===== config.mk =====
export PLATFORM = sky130hd
export DESIGN_NAME = color_entry_collector
export DESIGN_NICKNAME = d
export VERILOG_FILES = /design/src/rtl/color_entry_collector.sv
export SDC_FILE = /design/constraint.sdc
export NUM_CORES = 1
export LEC_CHECK = 0
export ABC_AREA = 1
export BUFFER_PORTS_ARGS = -buffer_cell sky130_fd_sc_hd__buf_2
export CORE_MARGIN = 4
export CORE_UTILIZATION = 52
export CTS_CLUSTER_DIAMETER = 50
export DETAILED_ROUTE_END_ITERATION = 7
export GPL_TIMING_DRIVEN = 0
export MAX_ROUTING_LAYER = met4
export PLACE_DENSITY = 0.79
export SLEW_MARGIN = 20
export SYNTH_ARGS = -nofsm -noshare
export SYNTH_HDL_FRONTEND = slang
export SYNTH_SLANG_ARGS = --single-unit

===== constraint.sdc =====
create_clock -name clk -period 2.3 [get_ports clk]
set_input_delay 0.46 -clock clk [delete_from_list [all_inputs] [get_ports clk]]
set_output_delay 0.46 -clock clk [all_outputs]
set_load 0.03 [all_outputs]

===== src/rtl/color_entry_collector.sv =====
// color_entry_collector: assembles NUM_CH x DIGITS_PER_CH strobed keypad digits into one committed word.
// Define COLOR_ENTRY_BACKSPACE_EN to make the backspace input remove the last entered digit.
module color_entry_collector #(
  parameter  int DIGIT_W        = 4,
  parameter  int DIGITS_PER_CH  = 2,
  parameter  int NUM_CH         = 3,
  parameter  int TIMEOUT_CYCLES = 0,
  localparam int TOTAL_DIGITS   = NUM_CH * DIGITS_PER_CH,
  localparam int TOTAL_W        = TOTAL_DIGITS * DIGIT_W,
  localparam int CNT_W          = $clog2(TOTAL_DIGITS + 1),
  localparam int CH_W           = (NUM_CH > 1) ? $clog2(NUM_CH) : 1
) (
  input  logic               clk,
  input  logic               reset,
  input  logic               digit_valid,
  input  logic [DIGIT_W-1:0] digit,
  input  logic               cancel,
  input  logic               backspace,
  output logic [TOTAL_W-1:0] color,
  output logic [TOTAL_W-1:0] pending,
  output logic [CNT_W-1:0]   digit_count,
  output logic [CH_W-1:0]    channel_idx,
  output logic               busy,
  output logic               done,
  output logic               timeout
);

  localparam int TO_W = (TIMEOUT_CYCLES > 0) ? $clog2(TIMEOUT_CYCLES + 1) : 1;

  typedef enum logic {IDLE, ENTRY} state_t;

  state_t             state, state_nxt;
  logic [TOTAL_W-1:0] color_nxt, pending_nxt, word;
  logic [CNT_W-1:0]   count_nxt;
  logic [TO_W-1:0]    idle_cnt, idle_nxt;
  logic               done_nxt, timeout_nxt;

`ifndef COLOR_ENTRY_BACKSPACE_EN
  logic unused_backspace;
  assign unused_backspace = backspace;
`endif

  always_ff @(posedge clk or posedge reset) begin
    if (reset) begin
      state       <= IDLE;
      color       <= '0;
      pending     <= '0;
      digit_count <= '0;
      idle_cnt    <= '0;
      done        <= 1'b0;
      timeout     <= 1'b0;
    end else begin
      state       <= state_nxt;
      color       <= color_nxt;
      pending     <= pending_nxt;
      digit_count <= count_nxt;
      idle_cnt    <= idle_nxt;
      done        <= done_nxt;
      timeout     <= timeout_nxt;
    end
  end

  always_comb begin
    state_nxt   = state;
    color_nxt   = color;
    pending_nxt = pending;
    count_nxt   = digit_count;
    idle_nxt    = '0;
    done_nxt    = 1'b0;
    timeout_nxt = 1'b0;

    // In IDLE pending and digit_count are zero, so the same merge serves the first digit.
    word = pending;
    for (int unsigned k = 0; k < TOTAL_DIGITS; k++)
      if (digit_count == CNT_W'(k))
        word[TOTAL_W-1-k*DIGIT_W -: DIGIT_W] = digit;

    if (cancel) begin
      if (state == ENTRY) begin
        pending_nxt = '0;
        count_nxt   = '0;
        state_nxt   = IDLE;
      end
    end
`ifdef COLOR_ENTRY_BACKSPACE_EN
    else if (backspace) begin
      if (state == ENTRY) begin
        if (digit_count > CNT_W'(1)) begin
          for (int unsigned k = 0; k < TOTAL_DIGITS; k++)
            if (digit_count == CNT_W'(k + 1))
              pending_nxt[TOTAL_W-1-k*DIGIT_W -: DIGIT_W] = '0;
          count_nxt = digit_count - CNT_W'(1);
        end else begin
          pending_nxt = '0;
          count_nxt   = '0;
          state_nxt   = IDLE;
        end
      end
    end
`endif
    else if (digit_valid) begin
      if (digit_count == CNT_W'(TOTAL_DIGITS - 1)) begin
        color_nxt   = word;
        done_nxt    = 1'b1;
        pending_nxt = '0;
        count_nxt   = '0;
        state_nxt   = IDLE;
      end else begin
        pending_nxt = word;
        count_nxt   = digit_count + CNT_W'(1);
        state_nxt   = ENTRY;
      end
    end else if (state == ENTRY && TIMEOUT_CYCLES > 0) begin
      // Abort on the edge that would bring the idle count to TIMEOUT_CYCLES.
      if (idle_cnt == TO_W'(TIMEOUT_CYCLES - 1)) begin
        pending_nxt = '0;
        count_nxt   = '0;
        state_nxt   = IDLE;
        timeout_nxt = 1'b1;
      end else begin
        idle_nxt = idle_cnt + TO_W'(1);
      end
    end
  end

  assign busy = (state == ENTRY);

  always_comb begin
    int unsigned ch;
    ch = 32'(digit_count) / DIGITS_PER_CH;
    if (ch > NUM_CH - 1)
      ch = NUM_CH - 1;
    channel_idx = CH_W'(ch);
  end

endmodule

==> flow_metrics.py, run 1 <==
metrics = {
    "synthesis": {
        "syn_avg_cell_area_um2": 8.332,
        "synth_nets": 309,
        "yosys_register_bits": 53,
        "yosysWarnings": 0,
        "yosys-top-cells-count": "135 x nand2_1, 53 x dfrtp_1, 31 x nand3_1",
        "async_flop_share_pct": 100.0,
        "ys_seq_area_share_pct": 53.24,
        "syn_area_um2": 2491,
        "synth_ff_type": "dfrtp_1",
        "synth_top_cell_area_share_pct": 53.24,
        "syn_inst": 299,
        "ys_types": 24,
        "yosysMostFrequentCell": "nand2_1",
        "yosys.area.top_type": "dfrtp_1",
        "synth-edff-count": 0,
        "netlist_top_cells_area": "dfrtp_1 53%, nand2_1 20%, nand3_1 6.2%",
    },
    "route": {
        "dr_total_vias": 2067,
        "wl_met2_mm": 2.693,
        "drt_iter0_markers": 120,
        "wl_per_cell_um": 13.23,
        "avgViaCountPerCell": 4.898,
        "firstDrtPassIters": 4,
        "met3RoutedLength_um": 301,
        "finalWirelength_mm": 5.582,
        "top_layer": "met4",
        "met1_length_mm": 2.540,
        "ant_nets": 0,
        "drc": 0,
    },
    "pwr": {
        "ir_drop_mv": 0.6256,
        "total_power_uw": 3648,
        "power-per-cell-area_nw_per_um2": 1229,
        "leakagePower_uw": 0.001750,
    },
    "placement": {
        "gp_congestion": 0.8037,
        "pre_cts_slack_ps": 631.8,
        "dpl.hpwl_mm": 4.170,
        "placed_area_um2": 2887,
        "portBuffers": 62,
    },
    "setup_path": {
        "critPathMaxStageDelay_ps": 590,
        "arrival_ps": 1310,
        "critPathKind": "reg2out",
        "path_max_fanout": 7,
        "critical_path_buf_inv_count": 2,
        "cpLargestDelayFamily": "flip-flops",
        "crit_chain": "inv_4, nor2_1, buf_2",
        "slowest_stage": "dfrtp_1",
        "start_kind": "flop",
        "cp.required_ps": 1840,
        "worstSetupEndpointType": "output pin",
    },
    "clocking": {
        "clkLatencyLatePin_ps": 300,
        "cts.clk_slew.worst_paths_ps": 90,
        "tritoncts": "built",
        "cts.sinks": 53,
        "cts_buffer_depth": 2,
        "htree_levels": 2,
        "ctsRootBufferMaster": "clkbuf_8",
        "cts_buffers": 5,
        "cts.hold.buffers_added": 0,
        "cts_resized": 0,
        "post_cts_buffers": 0,
    },
    "timing": {
        "slew_headroom_pct": 61.68,
        "worst_slack_ps": 530.1,
        "clock.fmax_ghz": 0.5650,
        "hold_viol": 0,
        "slew_violations": 0,
        "min_period_ps": 1770,
        "worst_slew_pin_slew_ps": 574.0,
        "rsz0062_at_grt": "no",
        "finalCritPeriodShare_pct": 76.95,
        "skew_ps": 6.242,
        "hold_slack_ps": 200.9,
        "finalSetupViolCount": 0,
    },
    "grt": {
        "grt_overflow": 0,
        "grt_pass1_vias": 2037,
        "grt_max_degree": 28,
        "grt_use_total_pct": 21.02,
        "grt_antenna_before_repair": 0,
        "grt_pass1_wl_mm": 9.784,
    },
    "layout": {
        "utilization_pct": 65.92,
        "final_nets": 379,
        "n_fill_cell": 414,
        "post_route_cells_drive_above_1_share_pct": 27.84,
        "antenna_cells": 0,
        "final_area_um2": 2969,
        "syn2layout_area_growth_pct": 19.19,
    },
    "floorplanning": {
        "coreArea_um2": 4504,
        "die-area_um2": 5962,
        "die_w_um": 77.22,
        "rows": 24,
        "die_y_um": 77.22,
        "start_util_pct": 55.31,
        "io_pins": 65,
    },
    "run": {
        "drv_cap": 0,
    },
    "worst_hold_path": {
        "hold_path_class": "in2async",
    },
    "outcome": {
        "status": "completed",
    },
}
## worst paths after layout
path | start | endpoint | slack, ps | cells past startpoint
max | digit_count[1]$_DFFE_PP0P_ | channel_idx[0] | 530 | 3
min | reset | color[5]$_DFFE_PP0P_ | 200 | 2
max reg2reg | digit_count[2]$_DFFE_PP0P_ | color[8]$_DFFE_PP0P_ | 590 | 7
min reg2reg | color[9]$_DFFE_PP0P_ | color[9]$_DFFE_PP0P_ | 480 | 2
max in group asynchronous | reset | pending[16]$_DFFE_PP0P_ | 1550 | 3
min in group clk | color[9]$_DFFE_PP0P_ | color[9]$_DFFE_PP0P_ | 480 | 2
## area by class of cell
cell class	count	area [um^2]	share of cell area [%]
Sequential cell	53	1326	44.67
Multi-Input combinational cell	205	940.9	31.69
Timing Repair Buffer	63	330.3	11.13
Inverter	29	116.4	3.919
Buffer	12	107.6	3.624
Clock buffer	6	72.57	2.444
Tap cell	52	65.06	2.191
Clock inverter	2	10.01	0.3371
## report_power, final
part,switching (uW),internal [uW]
Combinational,1240,482
Sequential,192,1230
Clock,290,212
Total,1720,1930
## layout by cell type (no fill, tap or decap)
| master | count |
|---|---|
| nand3_4 | 2 |
| nand2_2 | 4 |
| clkbuf_1 | 2 |
| clkbuf_8 | 5 |
| inv_2 | 4 |
| buf_6 | 3 |
| ha_1 | 1 |
| buf_4 | 6 |
| clkinv_2 | 2 |
| inv_4 | 3 |
| nand2_4 | 1 |
| buf_2 | 63 |
| dfrtp_1 | 53 |
| nand3_1 | 31 |
| nand3_2 | 4 |
| nor2_2 | 1 |
| o21ai_0 | 10 |
| nand2_1 | 135 |
| inv_1 | 22 |
| buf_12 | 2 |
| nor2_8 | 1 |
| nor2_1 | 7 |
| nor2_4 | 2 |
| conb_1 | 1 |
| o21ai_1 | 4 |
| o22ai_1 | 1 |
## stage by stage
step           setup TNS (ps)  instances
2_1_floorplan               0        299
3_3_place_gp            -5959        413
3_5_place_dp                0        414
4_1_cts                     0        422
5_1_grt                     0        422
6_report                    0        422
## registers in the layout (all words and copies together) (netlist names)
register	count
pending	24
busy	1
done	1
color	24
digit_count	3
## routing by layer
metal | up-vias | track usage [%]
li1 | 1062 | -
met1 | 935 | 27.80
met2 | 63 | 33.42
met3 | 7 | 2.927
met4 | 0 | 7.117
met5 | - | -
## logic make-up (layout without fill, tap and decap cells)
family                   count (synthesis)  count (layout)  share of synthesized area (%)
AO/OA/AOI/OAI                           15              15                          3.064
buffers and inverters                   41             112                          8.990
adder cells (fa/ha/maj)                  1               1                         0.5022
AND/OR/NAND/NOR                        188             188                          34.05
flip-flops                              53              53                          53.24
other                                    1               1                         0.1505
Power figures use the tool's default switching activity.
==> inputs of run 2 (changes only) <==
CORE_UTILIZATION = 47   (was 52)
PLACE_DENSITY = 0.75   (was 0.79)
clock period = 1.51 ns   (was 2.3 ns; I/O delays follow)
==> run 2 against run 1 <==
Global-route usage decreased by 1.0 points; cell area up 3.7%; cell count increased by 4.7%; combinational power grew 56%; critical path type unchanged; largest cell class unchanged; via count increased by 2.2%; clock skew down 1.9 ps.
==> flow_metrics.py, run 2 (same netlist as run 1, synthesis figures left out) <==
metrics = {
    "setup_path": {
        "start_kind": "flop",
        "critPathMaxStageDelay_ps": 500,
        "crit_chain": "inv_4, nor2_2, buf_4",
        "r2r_slack_ps": 150,
        "critical_path_buf_inv_count": 2,
        "critPathKind": "reg2out",
        "worstSetupEndpointType": "output pin",
        "arrival_ps": 1140,
        "path_max_fanout": 7,
        "cp.required_ps": 1210,
        "slowest_stage": "dfrtp_2",
        "cpLargestDelayFamily": "flip-flops",
    },
    "worst_hold_path": {
        "hold_path_class": "in2async",
    },
    "layout": {
        "post_route_cells_drive_above_1_share_pct": 29.30,
        "syn2layout_area_growth_pct": 23.61,
        "final_cells": 442,
        "antenna_cells": 0,
        "reg.largest.list": "color: 24 flops, pending: 24 flops, digit_count: 3 flops",
        "final_nets": 381,
        "layout_commonest_cell": "nand2_1",
        "mostFrequentLayoutCells": "135 x nand2_1, 61 x buf_2, 51 x dfrtp_1, 31 x nand3_1, 22 x inv_1",
        "n_fill_cell": 484,
    },
    "clocking": {
        "tritoncts": "built",
        "cts.sinks": 53,
        "htree_levels": 2,
        "cts_buffers": 5,
        "ctsRootBufferMaster": "clkbuf_8",
        "cts.clk_slew.worst_paths_ps": 90,
        "cts_buffer_depth": 2,
        "clkLatencyLatePin_ps": 300,
    },
    "pwr": {
        "power-per-cell-area_nw_per_um2": 1905,
        "leakagePower_uw": 0.001776,
        "ir_drop_mv": 1.160,
        "total_power_uw": 5865,
    },
    "grt": {
        "grt_overflow": 0,
        "grt_use_total_pct": 20.00,
        "grt_pass1_wl_mm": 9.791,
        "grt_pass1_vias": 2087,
        "grt_antenna_before_repair": 0,
        "grt_max_degree": 31,
    },
    "timing": {
        "clock.fmax_ghz": 0.6927,
        "slew_headroom_pct": 64.24,
        "skew_ps": 4.297,
        "worst_slack_ps": 66.40,
        "min_period_ps": 1444,
        "finalSetupViolCount": 0,
        "worst_slew_pin_slew_ps": 535.2,
        "finalCritPeriodShare_pct": 95.60,
        "slew_violations": 0,
        "rsz0062_at_grt": "no",
        "hold_slack_ps": 32.80,
        "hold_viol": 0,
    },
    "floorplanning": {
        "die_y_um": 80.81,
        "coreArea_um2": 5107,
        "die_w_um": 80.81,
        "io_pins": 65,
        "rows": 26,
        "start_util_pct": 48.78,
        "die-area_um2": 6529,
    },
    "route": {
        "ant_nets": 0,
        "avgViaCountPerCell": 4.781,
        "firstDrtPassIters": 4,
        "drt_iter0_markers": 110,
        "finalWirelength_mm": 5.747,
        "dr_total_vias": 2113,
        "drc": 0,
        "wl_per_cell_um": 13.00,
    },
    "placement": {
        "dp.cells": 432,
        "gp_congestion": 0.8275,
        "pre_cts_slack_ps": -60.62,
        "dpl.hpwl_mm": 4.186,
        "portBuffers": 62,
    },
    "run": {
        "drv_cap": 0,
    },
    "outcome": {
        "status": "completed",
    },
}
==> run 2: metrics by stage <==
step / TNS, ps / instance area, um^2 / utilization (%)
global route: 0 / 3079 / 60.29
finish: 0 / 3079 / 60.29
CTS: 0 / 3055 / 59.82
floorplan: 0 / 2501 / -
global placement: -87.56 / 2899 / 56.76
detailed placement: -211.7 / 2919 / 57.15
==> run 2: layout make-up <==
class	count	area, um^2	area share (%)
plain buffers	11	110.1	3.576
clock buffers	7	86.33	2.804
repair buffers	66	355.3	11.54
multi-input cells	205	955.9	31.04
well taps	70	87.58	2.844
flip-flops and latches	53	1329	43.15
inverters	29	125.1	4.063
clock inverters	1	30.03	0.9752
==> run 2: power breakdown <==
part	internal, uW	switching, uW
registers	1880	321
clock network	541	445
logic	788	1890
total	3210	2650
==> run 2: final timing paths <==
check	endpoint	cells past startpoint	from
max in group asynchronous	digit_count[1]$_DFFE_PP0P_	3	reset
min in group clk	color[1]$_DFFE_PP0P_	3	digit[1]
worst min-delay path	pending[0]$_DFFE_PP0P_	2	reset
worst min register to register	color[11]$_DFFE_PP0P_	2	color[11]$_DFFE_PP0P_
worst max register to register	pending[10]$_DFFE_PP0P_	7	digit_count[2]$_DFFE_PP0P_
worst max-delay path	channel_idx[0]	3	digit_count[1]$_DFFE_PP0P_
==> run 2: what timing repair did <==
item	4_1_cts	5_1_grt
buffers inserted	0	3
endpoints found under the setup margin	9	10
resized for setup	6	3
hold buffers	0	0
==> run 2: metal layers <==
metal	part of all wire (%)	vias up	GRT usage, %
li1	-	1065	-
met1	46	986	25.31
met2	47	54	31.53
met3	5.6	8	4.767
met4	1.3	0	7.095
met5	0	-	-
